`config.mk`:
```
export PLATFORM = sky130hd
export DESIGN_NAME = spi_master
export DESIGN_NICKNAME = d
export VERILOG_FILES = /design/src/rtl/spi_pkg.sv /design/src/rtl/spi_master_clkgen.sv /design/src/rtl/spi_master.sv
export SDC_FILE = /design/constraint.sdc
export NUM_CORES = 1
export LEC_CHECK = 0
export CORE_MARGIN = 4
export CORE_UTILIZATION = 52
export DETAILED_ROUTE_END_ITERATION = 16
export MAX_ROUTING_LAYER = met4
export PLACE_DENSITY = 0.87
export SLEW_MARGIN = 15
export SYNTH_ARGS = -nofsm -noshare
export SYNTH_HDL_FRONTEND = slang
export SYNTH_SLANG_ARGS = --single-unit
```
`constraint.sdc`:
```
create_clock -name clk -period 2.4 [get_ports clk]
set_clock_uncertainty 0.2 [all_clocks]
set_input_delay 0.48 -clock clk [delete_from_list [all_inputs] [get_ports clk]]
set_output_delay 0.48 -clock clk [all_outputs]
set_load 0.005 [all_outputs]
```
`src/rtl/spi_pkg.sv`:
```
// Shared types and constants for the SPI primary: FSM states, SPI mode codes
// and the slave-select index width helper.
package spi_pkg;

  typedef enum logic [1:0] {
    IDLE  = 2'd0,
    LEAD  = 2'd1,
    XFER  = 2'd2,
    TRAIL = 2'd3
  } spi_state_t;

  // {cpol, cpha}
  localparam logic [1:0] MODE0 = 2'b00;
  localparam logic [1:0] MODE1 = 2'b01;
  localparam logic [1:0] MODE2 = 2'b10;
  localparam logic [1:0] MODE3 = 2'b11;

  function automatic int spi_ssw(input int nss);
    return (nss > 1) ? $clog2(nss) : 1;
  endfunction

endpackage

```
`src/rtl/spi_master_clkgen.sv`:
```
// SCLK generator: down-counting half-period divider with a terminal-count strobe,
// plus leading/trailing edge strobes that coincide with the registered SCLK toggle.
module spi_clkgen #(
  parameter int CLKDIV = 2
) (
  input  logic clk,
  input  logic rst_n,
  input  logic load,
  input  logic run,
  input  logic xfer,
  input  logic lvl,
  output logic half_tick,
  output logic lead_edge,
  output logic trail_edge,
  output logic sclk
);

  localparam int CW = (CLKDIV > 1) ? $clog2(CLKDIV) : 1;
  localparam logic [CW-1:0] RELOAD = CW'(CLKDIV - 1);

  logic [CW-1:0] cnt;
  logic          phase;

  assign half_tick  = run && (cnt == '0);
  assign lead_edge  = half_tick && xfer && !phase;
  assign trail_edge = half_tick && xfer && phase;

  always_ff @(posedge clk or negedge rst_n) begin
    if (!rst_n) begin
      cnt   <= '0;
      phase <= 1'b0;
      sclk  <= 1'b0;
    end else begin
      if (load || half_tick)
        cnt <= RELOAD;
      else if (run)
        cnt <= cnt - CW'(1);
      else
        cnt <= '0;

      // Outside XFER the line simply follows the requested idle level.
      if (!xfer) begin
        phase <= 1'b0;
        sclk  <= lvl;
      end else if (half_tick) begin
        phase <= ~phase;
        sclk  <= ~sclk;
      end
    end
  end

endmodule

```
`src/rtl/spi_master.sv`:
```
// Parametrised SPI primary with CPOL/CPHA modes, divided SCLK and decoded slave selects.
// Optional SPI_MASTER_IRQ_EN adds a sticky completion interrupt cleared by a host read.
//
// state | meaning
// IDLE  | done=1, ss_n released, sclk follows cpol input, waits for cs&wr
// LEAD  | slave selected, sclk at idle level for one half-period
// XFER  | 2*DWIDTH SCLK half-periods, shifting mosi and sampling miso
// TRAIL | slave still selected for one half-period, then result to dout
module spi_master
  import spi_pkg::*;
#(
  parameter int DWIDTH = 8,
  parameter int CLKDIV = 2,
  parameter int NSS    = 1
) (
  input  logic                     clk,
  input  logic                     rst_n,
  input  logic                     cs,
  input  logic                     rd,
  input  logic                     wr,
  input  logic [DWIDTH-1:0]        din,
  input  logic                     cpol,
  input  logic                     cpha,
  input  logic [spi_ssw(NSS)-1:0]  ssel,
  output logic [DWIDTH-1:0]        dout,
  output logic                     done,
  output logic                     sclk,
  output logic                     mosi,
  input  logic                     miso,
  output logic [NSS-1:0]           ss_n
`ifdef SPI_MASTER_IRQ_EN
  ,
  output logic                     irq
`endif
);

  localparam int SSW = spi_ssw(NSS);
  localparam int BW  = $clog2(DWIDTH);

  spi_state_t        state, state_nxt;
  logic [DWIDTH-1:0] tx_sh, rx_sh;
  logic [1:0]        mode_q;
  logic [BW-1:0]     bit_cnt;
  logic              start, busy, last_edge, sample_lead, sclk_lvl;
  logic              half_tick, lead_edge, trail_edge, finish;

  function automatic logic [NSS-1:0] sel_decode(input logic [SSW-1:0] idx);
    logic [NSS-1:0] m;
    m = '1;
    for (int i = 0; i < NSS; i++)
      if (idx == SSW'(i)) m[i] = 1'b0;
    return m;
  endfunction

  assign start     = (state == IDLE) && cs && wr;
  assign busy      = (state != IDLE);
  assign done      = !busy;
  assign last_edge = trail_edge && (bit_cnt == '0);
  assign finish    = (state == TRAIL) && half_tick;
  assign sclk_lvl  = busy ? mode_q[1] : cpol;

  spi_clkgen #(.CLKDIV(CLKDIV)) u_clkgen (
    .clk        (clk),
    .rst_n      (rst_n),
    .load       (start),
    .run        (busy),
    .xfer       (state == XFER),
    .lvl        (sclk_lvl),
    .half_tick  (half_tick),
    .lead_edge  (lead_edge),
    .trail_edge (trail_edge),
    .sclk       (sclk)
  );

  always_ff @(posedge clk or negedge rst_n) begin
    if (!rst_n) state <= IDLE;
    else        state <= state_nxt;
  end

  always_comb begin
    state_nxt = state;
    case (state)
      IDLE:    if (start)     state_nxt = LEAD;
      LEAD:    if (half_tick) state_nxt = XFER;
      XFER:    if (last_edge) state_nxt = TRAIL;
      TRAIL:   if (half_tick) state_nxt = IDLE;
      default:                state_nxt = IDLE;
    endcase
  end

  always_comb begin
    sample_lead = 1'b1;
    case (mode_q)
      MODE0, MODE2: sample_lead = 1'b1;
      MODE1, MODE3: sample_lead = 1'b0;
      default:      sample_lead = 1'b1;
    endcase
  end

  always_ff @(posedge clk or negedge rst_n) begin
    if (!rst_n) begin
      tx_sh   <= '0;
      rx_sh   <= '0;
      mode_q  <= MODE0;
      bit_cnt <= '0;
      mosi    <= 1'b0;
      dout    <= '0;
      ss_n    <= '1;
    end else begin
      if (start) begin
        tx_sh   <= din;
        rx_sh   <= '0;
        mode_q  <= {cpol, cpha};
        bit_cnt <= BW'(DWIDTH - 1);
        mosi    <= din[DWIDTH-1];
        ss_n    <= sel_decode(ssel);
      end
      if (lead_edge) begin
        if (sample_lead) begin
          rx_sh <= {rx_sh[DWIDTH-2:0], miso};
        end else begin
          mosi  <= tx_sh[DWIDTH-1];
          tx_sh <= {tx_sh[DWIDTH-2:0], 1'b0};
        end
      end
      if (trail_edge) begin
        // With cpha=0 the MSB is already on mosi, so the trailing edge presents the next bit.
        if (sample_lead) begin
          mosi  <= tx_sh[DWIDTH-2];
          tx_sh <= {tx_sh[DWIDTH-2:0], 1'b0};
        end else begin
          rx_sh <= {rx_sh[DWIDTH-2:0], miso};
        end
        if (bit_cnt != '0) bit_cnt <= bit_cnt - BW'(1);
      end
      if (finish) begin
        dout <= rx_sh;
        ss_n <= '1;
      end
    end
  end

`ifdef SPI_MASTER_IRQ_EN
  always_ff @(posedge clk or negedge rst_n) begin
    if (!rst_n)                irq <= 1'b0;
    else if (finish)           irq <= 1'b1;
    else if (cs && rd && !wr)  irq <= 1'b0;
  end
`else
  logic unused_rd;
  assign unused_rd = rd;
`endif

endmodule
```
======== Word level (Yosys, flattened, before mapping) ========
Cells that the tools add are included.
cells by class
  add/subtract/negate cells ............... 2
  $mul .................................... 0
  divide/modulo/power cells ............... 0
  order comparisons ....................... 0
  equal/unequal tests ..................... 11
  shift-type cells ........................ 0
  mux-type cells .......................... 34
  bitwise gates (word level) .............. 3
  reduce and logical (&&, ||, !) cells .... 20
operator list
  cell                 number
  $mux 8               10
  $mux 1               15
  $mux 3               3
  $eq 2x2->1 const B   4
  $logic_and 1x1->1    8
  $mux 2               4
  $ne 2x2->1 const B   4
  $pmux 2 s4           1
  $eq 2x1->1 const B   2
  $logic_not 2->1      2
  $reduce_and 4->1     1
  $reduce_bool 2->1    2
  $reduce_or 2->1      2
  $logic_not 3->1      1
  $not 1->1            3
  $reduce_bool 3->1    1
  $sub 3x1->3 const B  1
  $logic_not 1->1      2
  $ne 2x1->1 const B   1
  $pmux 1 s2           1
  $logic_or 1x1->1     1
  $sub 1x1->1 const B  1
storage, ports and cells
  register bits ........................... 36
  bits in latches ......................... 0
  RAM bits ................................ 0
  bits in read-only memories .............. 0
  bits of input ports ..................... 17
  output and inout port bits .............. 12
  logic and storage cells ................. 81
  memories ................................ 0

======== Longest topological paths before layout ========
  depth after elaboration ................. 8
  depth in mapped cells ................... 9
  mapped depth without buffers ............ 6

======== Cells and area by module ========
From an unflattened synthesis, not the netlist that was laid out.
second synthesis, totals
  cell total of the unflattened synthesis .. 145
  area total of the unflattened synthesis .. 1659.1 um^2
modules (own cells, without submodules)
  module      instances  cells each  area an instance (um^2)  seq. area each (um^2)
  spi_master  1          131         1502.7                   827.0
  spi_clkgen  1          14          156.4                    75.1

======== Least setup slack after synthesis ========
Ideal clock, no wire load.
  path type ............................... register to register
  from .................................... register state[0]
  to ...................................... register bit_cnt[2]
  setup time .............................. 119 ps
  data arrival time ....................... 1726 ps
  data required time ...................... 2081 ps
  path slack .............................. 355 ps
  cell stages (with the launch flop) ...... 9
  path buffers ............................ 2
  period minus slack after synthesis ...... 2045 ps
  cells stage by stage .................... dfrtp_1 > inv_1 > ha_1 > buf_6 > nor3b_4 > and3_1 > buf_6 > mux2_4 > o21a_1
between the ends
  word-level cells in the longest chain between the ends .. 6
  elaborated cells between the ends (all ways) .. 11
  classes of those cells .................. eq/ne: 1; mux: 3; reduce/logical: 7
ends and longest elaborated chain
  what                            line               text
  start, declared                 spi_master.sv:40   spi_state_t state, state_nxt;
  start signal, assigned          spi_master.sv:77   else state <= state_nxt;
  $logic_not 2->1                 spi_master.sv:55   assign start = (state == IDLE) && cs && wr;
  $logic_and 1x1->1 (2 in a row)  spi_master.sv:55
  $mux 3                          spi_master.sv:110  if (start) begin
  $mux 3                          spi_master.sv:134  if (bit_cnt != '0) bit_cnt <= bit_cnt - BW'(1);
  $mux 3 *                        spi_master.sv:126  if (trail_edge) begin
  end signal, assigned            spi_master.sv:114  bit_cnt <= BW'(DWIDTH - 1);
  end signal, assigned            spi_master.sv:134
  end, declared                   spi_master.sv:43   logic [BW-1:0] bit_cnt;
Mark *: on every way between the ends. The rest lies on a longest branch, timed or not.
A chain may end at the register's enable or synchronous reset.

======== Final worst setup path ========
  from .................................... register state[0]
  to ...................................... output port done
between the ends
  word-level cells in the longest chain between the ends .. 2
ends and longest elaborated chain
  what               line              text
  $reduce_bool 2->1  spi_master.sv:56  assign busy = (state != IDLE);
  $logic_not 1->1    spi_master.sv:57  assign done = !busy;
  end, declared      spi_master.sv:26  output logic done,
No other way between the ends.

==> results.json <==
{
  "path_max_fanout": 10,
  "port_buffers": 27,
  "drc": 0,
  "ys_ff_latch": 36,
  "ys_types": 37,
  "pre_cts_ws_ns": 0.0973,
  "post-route-period-util": 0.952,
  "htree_levels": 2,
  "finalSetupViolCount": 0,
  "worstMarginPinSlew_ns": 0.506,
  "core_area_sq_mm": 0.00315,
  "vias_per_cell": 5.27,
  "arrival_ns": 1.61,
  "slew_headroom": 0.662,
  "maxCapViolations": 0,
  "track_usage": 0.172,
  "ir_worst_vdd_mv": 0.502,
  "clock_path_buffers": 2,
  "syn-cell-area_sq_mm": 0.00176,
  "critPathMaxStageDelay_ns": 0.52,
  "powerDensity_mw_per_mm2": 1130,
  "rows": 20,
  "dp_hpwl_microns": 2340,
  "dr_wl_met2_microns": 1690,
  "critPathCaptureType": "primary output",
  "ant_nets": 0,
  "cts-buffers-inserted": 5,
  "syn_to_final_growth_pct": 19.4,
  "wl_microns": 3270,
  "die_x_microns": 66.2,
  "drive_above_1_share": 0.172,
  "wl_met1_microns": 1430,
  "cts_sinks": 36,
  "grt_pass1_vias": 1269,
  "gr-total-overflow": 0,
  "die-area_sq_mm": 0.00439,
  "cp_data_required_time_ns": 1.72,
  "synth-seq-area-share": 0.511,
  "grt_antenna_before_repair": 0,
  "cts_tree": "built",
  "status": "completed",
  "io-pin-count": 29,
  "setup_tns_ns": 0,
  "finalCriticalPeriod_ns": 2.29,
  "fmax_mhz": 438,
  "slew_violations": 0,
  "clk_pin_slew_ns": 0.10,
  "rsz0062_at_grt": "false",
  "p_leak_uw": 0.000931,
  "top_layer": "met4",
  "path_cells": "inv_2, ha_4, clkdlybuf4s50_1",
  "routedWlPerCell_microns": 13.8,
  "dr.pass1.iters": 4,
  "syn_area_per_cell_sq_um": 10.8,
  "place_congestion": 0.786,
  "root_buffer": "clkbuf_4",
  "hold_path.class": "flop to flop",
  "grt_max_degree": 37,
  "nets": 215,
  "postCtsSetupBuffers": 0,
  "critPathKind": "flop to primary output",
  "grt_pass1_wl_microns": 5510,
  "yosys_warnings": 0,
  "vias": 1243,
  "hold_viol": 0,
  "slowest_stage": "clkdlybuf4s50_1",
  "diodes": 0,
  "clk_latency_ns": 0.34,
  "synth_cells": 163,
  "die_h_microns": 66.2,
  "setup_slack_ns": 0.115,
  "dr_wl_met3_microns": 110,
  "initialDrtViolationCount": 52,
  "initial_core_util": 0.560,
  "synth_nets": 187,
  "startpoint_type": "flop",
  "cts_hold_buf": 0
}
[routing by layer]
metal  up-vias  global-route usage
met2        25               0.281
met4         0              0.0533
met1       607               0.198
met3         4              0.0629
li1        607                   -
met5         -                   -
[where the power goes]
| part | switching (uW) | internal, uW |
|---|---|---|
| Clock | 195 | 118 |
| Sequential | 205 | 874 |
| Combinational | 460 | 530 |
[Yosys cell counts (all sizes together)]
| cell | n | area [sq um] |
|---|---|---|
| or3b | 1 | 11.3 |
| buf | 8 | 67.6 |
| clkbuf | 1 | 3.75 |
| o32a | 1 | 11.3 |
| o31a | 1 | 10.0 |
| dfrtp | 35 | 876 |
| ha | 7 | 87.6 |
| nand4b | 1 | 8.76 |
| nand3 | 3 | 20.0 |
| nand3b | 1 | 7.51 |
| mux2i | 7 | 70.1 |
| xnor2 | 1 | 16.3 |
| nand2 | 35 | 131 |
| and4 | 1 | 8.76 |
| a32oi | 1 | 8.76 |
| o21a | 1 | 7.51 |
| a21oi | 5 | 25.0 |
| inv | 5 | 18.8 |
| and3 | 3 | 18.8 |
| nor3 | 1 | 5.00 |
| dfstp | 1 | 26.3 |
| xor2 | 2 | 17.5 |
| nor2 | 4 | 22.5 |
| and2 | 3 | 20.0 |
| mux2 | 10 | 116 |
| o21ai | 20 | 108 |
| nand2b | 1 | 6.26 |
| nor3b | 3 | 33.8 |
[per-stage QoR]
stage / util / hold slack, ns / area, sq um / power (uW) / instances
after floorplan: - / -0.0156 / 1760 / 1750 / 163
after detailed placement: 0.647 / 0.269 / 2040 / 2050 / 228
after global routing: 0.668 / 0.319 / 2110 / 2580 / 236
after CTS: 0.668 / 0.291 / 2110 / 2390 / 236
final: 0.668 / 0.287 / 2110 / 2380 / 236
after global placement: 0.647 / 0.256 / 2040 / 1980 / 228
[cell usage in the layout (no fill, tap or decap), drive strengths merged, types with 4 or more instances in the layout]
cell	instances
nor2	4
nand2	35
mux2	10
inv	5
clkdlybuf4s50	27
mux2i	7
ha	7
clkbuf	7
dfrtp	35
o21ai	20
a21oi	5
[worst paths after layout]
path / depth (start not counted) / from / endpoint / slack, ns
max in group asynchronous: 2 / rst_n / ss_n$_DFFE_PN1P_ / 1.30
min in group asynchronous: 2 / rst_n / tx_sh[5]$_DFF_PN0_ / 0.36
worst max-delay path: 3 / state[0]$_DFFE_PN0P_ / done / 0.11
worst min-delay path: 2 / mode_q[1]$_DFFE_PN0P_ / mode_q[1]$_DFFE_PN0P_ / 0.29
worst max register to register: 6 / state[0]$_DFFE_PN0P_ / bit_cnt[2]$_DFF_PN0_ / 0.14
worst min register to register: 2 / mode_q[1]$_DFFE_PN0P_ / mode_q[1]$_DFFE_PN0P_ / 0.29
[state kept, by name, indices dropped and copies added (netlist names), 2 cells and up]
signal / cells
rx_sh: 8
tx_sh: 8
state: 2
dout: 8
bit_cnt: 3
mode_q: 2
[worst max-delay path: cells and delay by family, from the launching register on]
family / cells / cell delay, ns
buf+inv: 2 / 0.63
fa+ha+maj: 1 / 0.21
flops: 1 / 0.44
[cell type report]
cell class | instances | area, sq um
repair buffers | 30 | 293
inverters | 5 | 18.8
flip-flops and latches | 36 | 902
clock inverters | 1 | 8.76
clock buffers | 7 | 45.0
multi-input cells | 113 | 785
fillers | 257 | 1050
well taps | 44 | 55.1
[kinds of logic (layout without fill, tap and decap cells)]
kind of cell             count (synthesis)  after routing  synth area share
flip-flops                              36             36             0.511
multiplexers                            17             17             0.106
buffers and inverters                   14             43            0.0511
AND/OR/NAND/NOR                         57             57             0.167
adder cells (fa/ha/maj)                  7              7            0.0496
XOR/XNOR                                 3              3            0.0192
AO/OA/AOI/OAI                           29             29            0.0965
[timing repair]
action                                  4_1_cts  5_1_grt
gates resized for setup                       2        2
endpoints found under the setup margin        1        2
pin swaps                                     0        1
No activity file was read; power rests on OpenSTA's default activity.
